File: config.mk
export PLATFORM = sky130hd
export DESIGN_NAME = mem_read_streamer_flat
export DESIGN_NICKNAME = d
export VERILOG_FILES = /design/src/rtl/mem_read_streamer_if.sv /design/src/rtl/mem_read_streamer.sv /design/src/flat_wrapper.sv
export SDC_FILE = /design/constraint.sdc
export NUM_CORES = 1
export LEC_CHECK = 0
export BUFFER_PORTS_ARGS = -buffer_cell sky130_fd_sc_hd__buf_2
export CAP_MARGIN = 10
export CORE_MARGIN = 10
export CORE_UTILIZATION = 35
export CTS_BUF_LIST = sky130_fd_sc_hd__clkbuf_16
export DETAILED_ROUTE_END_ITERATION = 7
export GPL_ROUTABILITY_DRIVEN = 1
export GPL_TIMING_DRIVEN = 0
export PLACE_DENSITY = 0.56
export SLEW_MARGIN = 20
export SYNTH_ARGS = -nofsm -noshare
export SYNTH_HDL_FRONTEND = slang
export SYNTH_SLANG_ARGS = --single-unit
File: constraint.sdc
create_clock -name clk -period 3.2 [get_ports clk]
set_clock_uncertainty 0.15 [all_clocks]
set_input_delay 0.16 -clock clk [delete_from_list [all_inputs] [get_ports clk]]
set_output_delay 0.16 -clock clk [all_outputs]
set_load 0.005 [all_outputs]
File: src/rtl/mem_read_streamer_if.sv
// ----------------------------------------------------------------------------
// mem_read_streamer_if
//   Bundles the command, memory-port and output-stream signals of the read
//   streamer.
//
//   Signal groups
//     command : cmd_valid, cmd_ready, cmd_base, cmd_len
//     memory  : mem_addr, mem_wr, mem_din, mem_dout (registered read, 1 cycle)
//     stream  : out_valid, out_ready, out_data, out_last
//     status  : busy, done
//
//   Modports
//     master : the streamer itself (drives memory address and the stream)
//     slave  : the surroundings (command source, memory, stream consumer)
// ----------------------------------------------------------------------------
interface mem_read_streamer_if #(
    parameter int DATA = 72,
    parameter int ADDR = 10
);
    logic            cmd_valid;
    logic            cmd_ready;
    logic [ADDR-1:0] cmd_base;
    logic [ADDR:0]   cmd_len;

    logic [ADDR-1:0] mem_addr;
    logic            mem_wr;
    logic [DATA-1:0] mem_din;
    logic [DATA-1:0] mem_dout;

    logic            out_valid;
    logic            out_ready;
    logic [DATA-1:0] out_data;
    logic            out_last;

    logic            busy;
    logic            done;

    modport master (
        input  cmd_valid, cmd_base, cmd_len, mem_dout, out_ready,
        output cmd_ready, mem_addr, mem_wr, mem_din,
               out_valid, out_data, out_last, busy, done
    );

    modport slave (
        output cmd_valid, cmd_base, cmd_len, mem_dout, out_ready,
        input  cmd_ready, mem_addr, mem_wr, mem_din,
               out_valid, out_data, out_last, busy, done
    );
endinterface

File: src/rtl/mem_read_streamer.sv
// ----------------------------------------------------------------------------
// mem_read_streamer
//   Read-side DMA stage sitting right after a dual-port memory. A (base, len)
//   command walks len consecutive addresses (wrapping at 2**ADDR) on one
//   memory port. The memory's 1-cycle registered read latency is absorbed by
//   a 2-entry FIFO, so words leave as a valid/ready stream at one word per
//   cycle while the consumer keeps out_ready high.
//
//   Ports
//     clk    : single clock, all state on posedge
//     rst_n  : asynchronous active-low reset; abandons any command in flight
//     bus    : mem_read_streamer_if.master
//              cmd_*  command handshake (accepted on cmd_valid && cmd_ready)
//              mem_*  memory port (read only: mem_wr/mem_din tied to 0)
//              out_*  output stream, out_last marks the final word
//              busy   high whenever not idle
//              done   1-cycle pulse after the last word's handshake
// ----------------------------------------------------------------------------
module mem_read_streamer #(
    parameter int DATA = 72,
    parameter int ADDR = 10
) (
    input  logic                clk,
    input  logic                rst_n,
    mem_read_streamer_if.master bus
);

    typedef enum logic [1:0] {
        S_IDLE  = 2'd0,
        S_RUN   = 2'd1,
        S_DRAIN = 2'd2
    } state_t;

    localparam logic [ADDR:0]   MAX_LEN = {1'b1, {ADDR{1'b0}}};
    localparam logic [ADDR:0]   ONE_LEN = {{ADDR{1'b0}}, 1'b1};
    localparam logic [ADDR-1:0] ONE_PTR = {{(ADDR-1){1'b0}}, 1'b1};

    // ------------------------------------------------------------------
    // State
    // ------------------------------------------------------------------
    state_t          r_state;
    state_t          w_next;

    logic [ADDR-1:0] r_rd_ptr;        // next address to read
    logic [ADDR:0]   r_rem;           // reads still to issue
    logic            r_pending;       // a read was issued last cycle
    logic            r_pending_last;  // ...and it was the command's final word

    logic [DATA-1:0] r_fifo_data [2];
    logic [1:0]      r_fifo_last;
    logic            r_wr_idx;
    logic            r_rd_idx;
    logic [1:0]      r_cnt;

    logic            r_done;

    // ------------------------------------------------------------------
    // Combinational helpers
    // ------------------------------------------------------------------
    logic            w_cmd_ready;
    logic            w_busy;
    logic            w_accept;
    logic            w_out_valid;
    logic            w_pop;
    logic            w_push;
    logic            w_issue;
    logic            w_issue_last;
    logic            w_drained;
    logic [ADDR:0]   w_len;
    logic [2:0]      w_occ;

    assign w_out_valid  = (r_cnt != 2'd0);
    assign w_pop        = w_out_valid && bus.out_ready;
    assign w_push       = r_pending;
    assign w_accept     = bus.cmd_valid && w_cmd_ready;
    assign w_len        = (bus.cmd_len > MAX_LEN) ? MAX_LEN : bus.cmd_len;

    // Slots that will be occupied after this edge if no new read issues.
    // Counting the in-flight read and crediting this cycle's pop lets the
    // pipe run at full rate with only two FIFO entries.
    assign w_occ        = {1'b0, r_cnt} + {2'b00, r_pending} - {2'b00, w_pop};
    assign w_issue      = (r_state == S_RUN) && (r_rem != '0) && (w_occ < 3'd2);
    assign w_issue_last = w_issue && (r_rem == ONE_LEN);

    // Nothing in flight and the FIFO is empty, or its sole word leaves now.
    assign w_drained    = !r_pending &&
                          ((r_cnt == 2'd0) || ((r_cnt == 2'd1) && w_pop));

    // ------------------------------------------------------------------
    // FSM: state register
    // ------------------------------------------------------------------
    always_ff @(posedge clk or negedge rst_n) begin
        if (!rst_n) begin
            r_state <= S_IDLE;
        end else begin
            r_state <= w_next;
        end
    end

    // ------------------------------------------------------------------
    // FSM: next state
    // ------------------------------------------------------------------
    always_comb begin
        w_next = r_state;
        case (r_state)
            S_IDLE: begin
                // A zero-length command still passes through DRAIN so done
                // keeps its usual timing relative to the accept.
                if (w_accept) begin
                    w_next = (w_len == '0) ? S_DRAIN : S_RUN;
                end
            end
            S_RUN: begin
                if (w_issue_last) begin
                    w_next = S_DRAIN;
                end
            end
            S_DRAIN: begin
                if (w_drained) begin
                    w_next = S_IDLE;
                end
            end
            default: w_next = S_IDLE;
        endcase
    end

    // ------------------------------------------------------------------
    // FSM: outputs
    // ------------------------------------------------------------------
    always_comb begin
        w_cmd_ready = 1'b0;
        w_busy      = 1'b1;
        case (r_state)
            S_IDLE: begin
                w_cmd_ready = 1'b1;
                w_busy      = 1'b0;
            end
            default: begin
                w_cmd_ready = 1'b0;
                w_busy      = 1'b1;
            end
        endcase
    end

    // done follows the DRAIN->IDLE edge, so it coincides with cmd_ready=1
    // and a queued command can be taken in that same cycle.
    always_ff @(posedge clk or negedge rst_n) begin
        if (!rst_n) begin
            r_done <= 1'b0;
        end else begin
            r_done <= (r_state == S_DRAIN) && (w_next == S_IDLE);
        end
    end

    // ------------------------------------------------------------------
    // Read issue
    // ------------------------------------------------------------------
    always_ff @(posedge clk or negedge rst_n) begin
        if (!rst_n) begin
            r_rd_ptr       <= '0;
            r_rem          <= '0;
            r_pending      <= 1'b0;
            r_pending_last <= 1'b0;
        end else begin
            if (w_accept) begin
                r_rd_ptr <= bus.cmd_base;
                r_rem    <= w_len;
            end else if (w_issue) begin
                r_rd_ptr <= r_rd_ptr + ONE_PTR;  // wraps at 2**ADDR
                r_rem    <= r_rem - ONE_LEN;
            end
            r_pending      <= w_issue;
            r_pending_last <= w_issue_last;
        end
    end

    // ------------------------------------------------------------------
    // 2-entry FIFO; the last flag travels with each word
    // ------------------------------------------------------------------
    always_ff @(posedge clk or negedge rst_n) begin
        if (!rst_n) begin
            r_fifo_data[0] <= '0;
            r_fifo_data[1] <= '0;
            r_fifo_last    <= '0;
            r_wr_idx       <= 1'b0;
            r_rd_idx       <= 1'b0;
            r_cnt          <= '0;
        end else begin
            if (w_push) begin
                r_fifo_data[r_wr_idx] <= bus.mem_dout;
                r_fifo_last[r_wr_idx] <= r_pending_last;
                r_wr_idx              <= ~r_wr_idx;
            end
            if (w_pop) begin
                r_rd_idx <= ~r_rd_idx;
            end
            r_cnt <= r_cnt + {1'b0, w_push} - {1'b0, w_pop};
        end
    end

    // The issue throttle guarantees a free slot for every returning read.
    a_no_overflow: assert property (@(posedge clk) disable iff (!rst_n)
        !(w_push && !w_pop && (r_cnt == 2'd2)));

    // ------------------------------------------------------------------
    // Port drive
    // ------------------------------------------------------------------
    assign bus.cmd_ready = w_cmd_ready;
    assign bus.busy      = w_busy;
    assign bus.done      = r_done;
    assign bus.mem_addr  = r_rd_ptr;
    assign bus.mem_wr    = 1'b0;
    assign bus.mem_din   = '0;
    assign bus.out_valid = w_out_valid;
    assign bus.out_data  = r_fifo_data[r_rd_idx];
    assign bus.out_last  = w_out_valid && r_fifo_last[r_rd_idx];

endmodule
File: src/flat_wrapper.sv
// flat-port wrapper written by rule: the top's interface ports become plain ports
module mem_read_streamer_flat 
#(
    parameter int DATA = 72,
    parameter int ADDR = 10
)
  (clk, rst_n, bus_cmd_valid, bus_cmd_base, bus_cmd_len, bus_mem_dout, bus_out_ready, bus_cmd_ready, bus_mem_addr, bus_mem_wr, bus_mem_din, bus_out_valid, bus_out_data, bus_out_last, bus_busy, bus_done);
  mem_read_streamer_if #(.DATA(DATA), .ADDR(ADDR)) bus_i ();
  input  logic clk;
  input  logic rst_n;
  input wire logic [$bits(bus_i.cmd_valid)-1:0] bus_cmd_valid;
  input wire logic [$bits(bus_i.cmd_base)-1:0] bus_cmd_base;
  input wire logic [$bits(bus_i.cmd_len)-1:0] bus_cmd_len;
  input wire logic [$bits(bus_i.mem_dout)-1:0] bus_mem_dout;
  input wire logic [$bits(bus_i.out_ready)-1:0] bus_out_ready;
  output wire logic [$bits(bus_i.cmd_ready)-1:0] bus_cmd_ready;
  output wire logic [$bits(bus_i.mem_addr)-1:0] bus_mem_addr;
  output wire logic [$bits(bus_i.mem_wr)-1:0] bus_mem_wr;
  output wire logic [$bits(bus_i.mem_din)-1:0] bus_mem_din;
  output wire logic [$bits(bus_i.out_valid)-1:0] bus_out_valid;
  output wire logic [$bits(bus_i.out_data)-1:0] bus_out_data;
  output wire logic [$bits(bus_i.out_last)-1:0] bus_out_last;
  output wire logic [$bits(bus_i.busy)-1:0] bus_busy;
  output wire logic [$bits(bus_i.done)-1:0] bus_done;
  assign bus_i.cmd_valid = bus_cmd_valid;
  assign bus_i.cmd_base = bus_cmd_base;
  assign bus_i.cmd_len = bus_cmd_len;
  assign bus_i.mem_dout = bus_mem_dout;
  assign bus_i.out_ready = bus_out_ready;
  assign bus_cmd_ready = bus_i.cmd_ready;
  assign bus_mem_addr = bus_i.mem_addr;
  assign bus_mem_wr = bus_i.mem_wr;
  assign bus_mem_din = bus_i.mem_din;
  assign bus_out_valid = bus_i.out_valid;
  assign bus_out_data = bus_i.out_data;
  assign bus_out_last = bus_i.out_last;
  assign bus_busy = bus_i.busy;
  assign bus_done = bus_i.done;
  mem_read_streamer #(.DATA(DATA), .ADDR(ADDR)) u_core (.clk(clk), .rst_n(rst_n), .bus(bus_i));
endmodule
# == After elaboration in Yosys (flattened, before gate mapping) ==
# Index checks and enable logic that the tools add are counted.
# classes
n_addsub,6
order_cmp,8
eq_ne,4
mux,23
bitwise,4
reduce_logical,20
# ops
cell,count
72-bit 2-to-1 mux,4
144-bit bitwise mux,1
72-bit demux with 1-bit select,1
11-bit 2-to-1 mux,3
10-bit 2-to-1 mux,2
11-bit by 1-bit equality test with 1-bit output (second input constant),1
11-bit > comparator (second input constant),1
1-bit logical AND,11
11-bit zero test,1
11-bit nonzero test,1
11-bit by 1-bit subtractor with 11-bit output (second input constant),1
10-bit by 1-bit adder with 10-bit output (second input constant),1
2-bit 2-to-1 mux,4
2-bit zero test,3
2-bit case mux with 3 select lines,1
1-bit 2-to-1 mux,5
2-bit by 1-bit equality test with 1-bit output (second input constant),2
2-bit greater-or-equal comparator (second input constant),2
1-bit by 2-bit < comparator with 1-bit output (second input constant),2
1-bit NOT with 2-bit output,2
2-bit nonzero test,2
2-bit by 1-bit adder with 3-bit output,1
3-bit by 2-bit < comparator with 1-bit output (second input constant),1
3-bit by 1-bit subtractor with 3-bit output,1
10 further kinds,11
# totals
ff_bits,176
wordCells,77

# == Logic depth before layout (Yosys ltp) ==
# Gate-level depths: netlist of run 1.
# depth
ltp_word,10
ltp_mapped,14
depth_no_buf,13

# == Worst setup path after synthesis of run 1 ==
# OpenSTA, ideal clock, no wires.
# synth_timing
path_type,reg2reg
startpoint,reg u_core.r_cnt[1]
endpoint,reg u_core.r_rem[7]
setup_ns,0.126
arrival_time_ns,2.698
required_time_ns,2.924
slack_ns,0.226
stages_incl_launch_ff,13
n_path_buf,0
cell_sequence,dfrtp_1 > nor2_1 > nor2_1 > ha_1 > inv_1 > ha_1 > inv_1 > fa_1 > nand3b_4 > nor2_4 > nand3_1 > o31a_1 > a221o_1
# synth_via
elab_chain_len,6
# synth_lines
element,line_no,source
"start, declared",mem_read_streamer.sv:53,logic [1:0] r_cnt;
"start signal, assigned",mem_read_streamer.sv:197,"r_cnt <= r_cnt + {1'b0, w_push} - {1'b0, w_pop};"
2-bit nonzero test,mem_read_streamer.sv:72,assign w_out_valid = (r_cnt != 2'd0);
1-bit logical AND,mem_read_streamer.sv:73,assign w_pop = w_out_valid && bus.out_ready;
named net u_core.w_pop,mem_read_streamer.sv:64,logic w_pop;
3-bit by 1-bit subtractor with 3-bit output,mem_read_streamer.sv:81,"assign w_occ = {1'b0, r_cnt} + {2'b00, r_pending} - {2'b00, w_pop};"
3-bit by 2-bit < comparator with 1-bit output,mem_read_streamer.sv:82,assign w_issue = (r_state == S_RUN) && (r_rem != '0) && (w_occ < 3'd2);
1-bit logical AND,mem_read_streamer.sv:82,
2-bit nonzero test (no line),--,
"end signal, assigned",mem_read_streamer.sv:167,r_rem <= w_len;
"end signal, assigned",mem_read_streamer.sv:170,r_rem <= r_rem - ONE_LEN;
"end, declared",mem_read_streamer.sv:45,logic [ADDR:0] r_rem;
# The timed path passes the listed nets, and every way through them passes these cells.
# A chain may end at the register's enable or synchronous reset.

# == Worst setup path after layout of run 1 ==
# Ends and elaborated chain as after synthesis.

==> results_dict.tcl, run 1 <==
set metrics [dict create \
    tns_ns 0 \
    drive_above_1_share_pct 52.0 \
    ys_top_cells_by_area "dfrtp_1, mux2_2, buf_4" \
    final_hold_viol_count 0 \
    track_usage_pct 14.2 \
    grt_start_max_net_pins 80 \
    power_w 0.0110 \
    numPortBuffers 183 \
    cts-root-buf "clkbuf_16" \
    fmaxAchievable_mhz 330 \
    initial_utilization_pct 35.3 \
    slew_headroom_pct 41.4 \
    yosys.area.top_type "dfrtp_1" \
    final_common_cell "mux2_2" \
    irDropWorstVdd_uv 487 \
    diodes 0 \
    p_leak_nw 5.51 \
    synth_top_area_share_pct 51.6 \
    use_met1_pct 17.7 \
    status "completed" \
    route.antenna.remaining_nets 0 \
    yosysSeqAreaShare_pct 51.6 \
    slowest_stage "fa_1" \
    drt-pass1-iter-count 4 \
    routabilityCongestion 0.820 \
    synth-xor-area-share_pct 0.718 \
    via_per_inst 4.47 \
    syn-cell-area_sq_um 8540 \
    use_met2_pct 23.3 \
    hp-class "input pin to async pin" \
    critPathKind "flip-flop to flip-flop" \
    min_period_over_period_pct 94.6 \
    row_count 57 \
    numCtsBuffers 17 \
    maxCapViolations 0 \
    synth_top_family_by_area "multiplexers" \
    required_ns 3.37 \
    grt_pass1_vias 6606 \
    synth_mux_area_share_pct 28.9 \
    post-dp-hpwl_microns 15800 \
    grt-ovfl-total 0 \
    cp_max_fo 4 \
    path_cells "nor2_4 > nor2_2 > ha_1 > inv_1 > ha_1 > inv_1 > fa_1 > nand3b_4 > nor2_4 > nand3_1 > o31a_1 > a221o_1" \
    maxSlewViolCount 0 \
    yosysUniqueCellTypes 58 \
    totalWireLength_microns 22200 \
    synth_edf_count 0 \
    rsz0062_at_grt "no" \
    die_h_microns 176 \
    clock_latency_ns 0.43 \
    grt_pass1_wl_microns 35900 \
    syn_inst 643 \
    rrSetupSlack_ns 0.17 \
    yosys.area_share.adder_pct 1.11 \
    setup_viol 0 \
    path_clk_slew_ns 0.07 \
    yosys_register_bits 176 \
    tightest_slew_ns 0.876 \
    clockBufferDepth 2 \
    top_usage_layer "met2" \
    antenna_found_initial 0 \
    synth_compound_area_share_pct 4.31 \
    fin_crit_ns 3.03 \
    power-per-cell-area_nw_per_um2 937 \
    drt_iter0_markers 287 \
    avgSynthCellArea_sq_um 13.3 \
    die-area_sq_um 31100 \
    async_flop_share_pct 100 \
    routedWlPerCell_microns 16.4 \
    synth-simple-area-share_pct 4.94 \
    die_w_microns 176 \
    core_area_sq_um 24200 \
    via_count 6052 \
    endpoint_kind "flip-flop" \
    nets 1121 \
    ys_warn_count 0 \
    layout_common_cells "mux2_2, buf_2, dfrtp_1, dlygate4sd3_1, buf_4" \
    cts_tree "done" \
    cp_slowest_stage_delay_ns 0.55 \
    dominantRegCellSynth "dfrtp_1" \
    cts.sinks 176 \
    drc_errors 0 \
    areaGrowthSynthToFinish_pct 37.8 \
    arrival_ns 3.19 \
    htree_levels 4 \
    start_kind "flip-flop" \
    io_pins 257 \
    grt_use_met3_pct 4.70 \
]
[path summary, 6_finish.rpt]
check | startpoint | end | cells past startpoint
hold / removal | rst_n | u_core.r_fifo_data[9] | 2
setup / recovery | u_core.r_cnt[1] | u_core.r_rem[7] | 12
min in group clk | bus_cmd_base[7] | u_core.bus.mem_addr[7] | 4
max in group asynchronous | rst_n | u_core.r_fifo_data[123] | 3
setup reg to reg | u_core.r_cnt[1] | u_core.r_rem[7] | 12
hold reg to reg | u_core.r_wr_idx | u_core.r_wr_idx | 1
[logic make-up (layout without fill, tap and decap cells)]
logic type      Yosys count  in the layout
mux                     219            219
flops                   176            176
buf+inv                 113            427
simple gates             74             74
compound gates           46             46
fa+ha+maj                 7              7
xor+xnor                  7              7
other cells               1             73
[where the power goes]
part | switching (W) | leakage [nW] | internal [W]
clock network | 0.000938 | 0.280 | 0.00116
logic | 0.00221 | 3.14 | 0.00279
registers | 0.000607 | 2.09 | 0.00333
[cell usage after synthesis, types with 4 or more instances]
| cell type | n |
|---|---|
| dfrtp_1 | 176 |
| mux2_2 | 218 |
| a311oi_1 | 4 |
| inv_1 | 12 |
| a21oi_1 | 7 |
| a221o_1 | 5 |
| clkbuf_1 | 15 |
| nand3_1 | 13 |
| nor4_1 | 4 |
| nor3_1 | 5 |
| xor2_1 | 5 |
| nor2_1 | 15 |
| a211oi_1 | 4 |
| buf_4 | 73 |
| nand2_1 | 17 |
| buf_2 | 9 |
| o21ai_0 | 5 |
| ha_1 | 6 |
[layout make-up]
class	count	area [sq um]
clock inverter	14	160
inverter	13	48.8
clock buffer	17	425
sequential	176	4410
tap	324	405
timing repair buffer	283	1960
buffer	100	676
fill	2183	12400
multi-input combinational	426	3690
[flip-flops by register name, summed over array words and instances (netlist names)]
register	cells
u_core.r_fifo_data	144
u_core.r_rem	11
u_core.bus.mem_addr	10
u_core.r_cnt	2
u_core.r_fifo_last	2
u_core.r_state	2
u_core.bus.done	1
u_core.r_pending	1
u_core.r_pending_last	1
u_core.r_rd_idx	1
u_core.r_wr_idx	1
[layer usage]
metal | up-vias | share of wire (%)
met3 | 25 | 6.5
met2 | 183 | 48
li1 | 2897 | -
met5 | - | 0
met4 | 0 | 1.3
met1 | 2947 | 44
[timing repair]
| action | in CTS | in global routing |
|---|---|---|
| hold endpoints to repair | 344 | 0 |
| pin swaps | 1 | 1 |
| gates resized for setup | 1 | 3 |
| setup buffers | 2 | 0 |
| hold buffers | 96 | 0 |
| setup endpoints to repair | 3 | 10 |
[critical path, delay by kind of cell (launching register included)]
kind | cells | cell delay, ns
and+or+nand+nor | 5 | 0.63
adders and majority gates | 3 | 0.97
AOI/OAI and AO/OA | 2 | 0.63
DFF | 1 | 0.45
buffers and inverters | 2 | 0.10
[per-stage QoR]
step	cells	utilization, %	worst slack (ns)	cell area, sq um	hold WS [ns]
after floorplan	715	-	0.226	8810	-0.286
after global placement	1222	41.9	-1.20	10100	0.220
after detailed placement	1224	42.2	-0.0997	10200	-0.115
after CTS	1353	48.7	0.0350	11800	0.0171
after global routing	1353	48.7	0.00386	11800	0.0424
final	1353	48.7	0.172	11800	0.0241
No activity file was read; power rests on OpenSTA's default activity.
==> inputs of run 2 (changes only) <==
--- a/config.mk
+++ b/config.mk
@@ -5,6 +5,7 @@
 export SDC_FILE = /design/constraint.sdc
 export NUM_CORES = 1
 export LEC_CHECK = 0
+export ABC_AREA = 1
 export BUFFER_PORTS_ARGS = -buffer_cell sky130_fd_sc_hd__buf_2
 export CAP_MARGIN = 10
 export CORE_MARGIN = 10
==> results_dict.tcl, run 2 <==
set metrics [dict create \
    dominantRegCellSynth "dfrtp_1" \
    final_common_cell "nand2_1" \
    grt-ovfl-total 0 \
    cts.sinks 176 \
    row_count 58 \
    syn_inst 1164 \
    maxSlewViolCount 0 \
    irDropWorstVdd_uv 388 \
    avgSynthCellArea_sq_um 7.61 \
    drt-pass1-iter-count 5 \
    final_hold_viol_count 0 \
    synth_top_area_share_pct 49.7 \
    antenna_found_initial 0 \
    stdcell_count 1879 \
    min_period_over_period_pct 93.4 \
    initial_utilization_pct 35.4 \
    final_area_sq_um 12100 \
    totalWireLength_microns 26800 \
    hp-class "input pin to flip-flop" \
    io_pins 257 \
    post-dp-hpwl_microns 18800 \
    layout_common_cells "nand2_1, buf_2, dfrtp_1, o21ai_0, inv_1" \
    path_clk_slew_ns 0.08 \
    grt_pass1_wl_microns 43400 \
    diodes 0 \
    ys_top_cells_by_area "dfrtp_1, nand2_1, o21ai_0" \
    numPortBuffers 183 \
    areaGrowthSynthToFinish_pct 36.0 \
    drc_errors 0 \
    die_h_microns 179 \
    cts_tree "done" \
    cp_slowest_stage_delay_ns 0.51 \
    routedWlPerCell_microns 14.3 \
    cp_max_fo 10 \
    dp.cells 1750 \
    placed_cell_area_sq_um 10500 \
    status "completed" \
    fmaxAchievable_mhz 335 \
    ys_top_cells_by_count "nand2_1, dfrtp_1, o21ai_0" \
    yosysUniqueCellTypes 33 \
    drt_iter0_markers 595 \
    largest_reg_flops 144 \
    tightest_slew_ns 0.674 \
    post_cts_buffers 0 \
    start_kind "flip-flop" \
    startpoint "u_core.r_cnt[1]" \
    routabilityCongestion 0.837 \
    maxCapViolations 0 \
    via_count 8235 \
    rsz0062_at_grt "no" \
    grt_pass1_vias 8294 \
    power-per-cell-area_nw_per_um2 912 \
    die-area_sq_um 32100 \
    die_w_microns 179 \
    syn-cell-area_sq_um 8860 \
    via_per_inst 4.38 \
    ys_warn_count 0 \
    setup_viol 0 \
    nets 1640 \
    largest_register "u_core.r_fifo_data" \
    path_cells "nor2_2 > nor2_2 > ha_1 > inv_1 > ha_1 > inv_1 > fa_1 > nand3_1 > nor2_2 > inv_1 > nor2_4 > nor2_8 > buf_6 > nand2_1 > nand2_1" \
    endpoint_kind "flip-flop" \
    yosys.area.top_type "dfrtp_1" \
    arrival_ns 3.18 \
    async_flop_share_pct 100 \
    yosys_register_bits 176 \
    synthMostInstantiatedCell "nand2_1" \
    post-route-util_pct 48.1 \
    p_leak_nw 6.76 \
    core_area_sq_um 25000 \
    required_ns 3.39 \
    fin_crit_ns 2.99 \
    yosysSeqAreaShare_pct 49.7 \
    route.antenna.remaining_nets 0 \
    grt_start_max_net_pins 96 \
    synth_edf_count 0 \
    htree_levels 4 \
    tns_ns 0 \
    slew_headroom_pct 55.1 \
    drive_above_1_share_pct 20.8 \
    timing.rr.start "u_core.r_cnt[1]" \
    slowest_stage "fa_1" \
    critPathKind "flip-flop to flip-flop" \
    numCtsBuffers 17 \
    track_usage_pct 16.9 \
    clock_latency_ns 0.44 \
    clockBufferDepth 2 \
    holdCritStartpoint "bus_cmd_valid" \
    cts-root-buf "clkbuf_16" \
]
## run 2: changes by cell type after synthesis, sizes merged, moves of 22 or more
cell	before	now
clkbuf	15	44
inv	13	113
mux2	218	0
nand2	18	487
nand3	13	35
nor2	16	38
o21ai	5	161
## run 2: report_power, final
| group | switching (W) | total (W) | internal (W) |
|---|---|---|---|
| Combinational | 0.00306 | 0.00505 | 0.00199 |
| Sequential | 0.000611 | 0.00390 | 0.00329 |
| Clock | 0.00100 | 0.00204 | 0.00104 |
## run 2: per-stage QoR
stage	total power, W	worst slack [ns]	hold WS (ns)
2_1_floorplan	0.00698	0.469	-0.286
3_3_place_gp	0.00890	-1.22	0.267
3_5_place_dp	0.00899	0.0787	0.0614
4_1_cts	0.0112	0.0728	0.0918
5_1_grt	0.0121	0.0130	0.139
6_report	0.0110	0.211	0.118
## run 2: final cells by class
| type | count | area (sq um) |
|---|---|---|
| Clock inverter | 15 | 151 |
| Tap cell | 330 | 413 |
| Timing Repair Buffer | 281 | 1920 |
| Multi-Input combinational cell | 820 | 3530 |
| Clock buffer | 17 | 425 |
| Fill cell | 2533 | 13000 |
| Inverter | 113 | 424 |
| Sequential cell | 176 | 4400 |
| Buffer | 127 | 781 |
## run 2: worst max-delay path, delay by kind of cell (launching register included)
kind	cells	cell delay (ns)
AND/OR/NAND/NOR	8	1.02
adder cells (fa/ha/maj)	3	0.93
flip-flops	1	0.44
buffers and inverters	4	0.35
## run 2: logic make-up after synthesis
group | after synthesis | share of synthesized area, %
AOI/OAI and AO/OA | 169 | 9.91
adders and majority gates | 7 | 1.07
and+or+nand+nor | 568 | 25.4
xor gates and xnor gates | 3 | 0.296
other | 1 | 0.0423
buffers and inverters | 240 | 13.6
DFF | 176 | 49.7
## run 2: final timing paths
path / slack [ns] / end / cells after the start
worst max-delay path: 0.21 / u_core.r_rem[7] / 15
worst min-delay path: 0.12 / u_core.bus.mem_addr[0] / 5
worst max register to register: 0.21 / u_core.r_rem[7] / 15
worst min register to register: 0.33 / u_core.r_fifo_data[3] / 2
max in group asynchronous: 1.82 / u_core.r_fifo_data[27] / 3
min in group asynchronous: 0.17 / u_core.r_fifo_data[58] / 2
## run 2: routing by layer
layer / up-vias / GRT usage [%] / part of all wire (%)
met5: - / 0 / 0
met4: 0 / 4.99 / 1.6
met2: 222 / 27.3 / 47
li1: 4179 / - / -
met1: 3807 / 22.2 / 45
met3: 27 / 3.73 / 6.2
## run 2: timing repair
| action | CTS | global route |
|---|---|---|
| hold endpoints to repair | 249 | 0 |
| hold buffers | 97 | 0 |
| setup endpoints to repair | 0 | 10 |
| gates resized for setup | 0 | 2 |
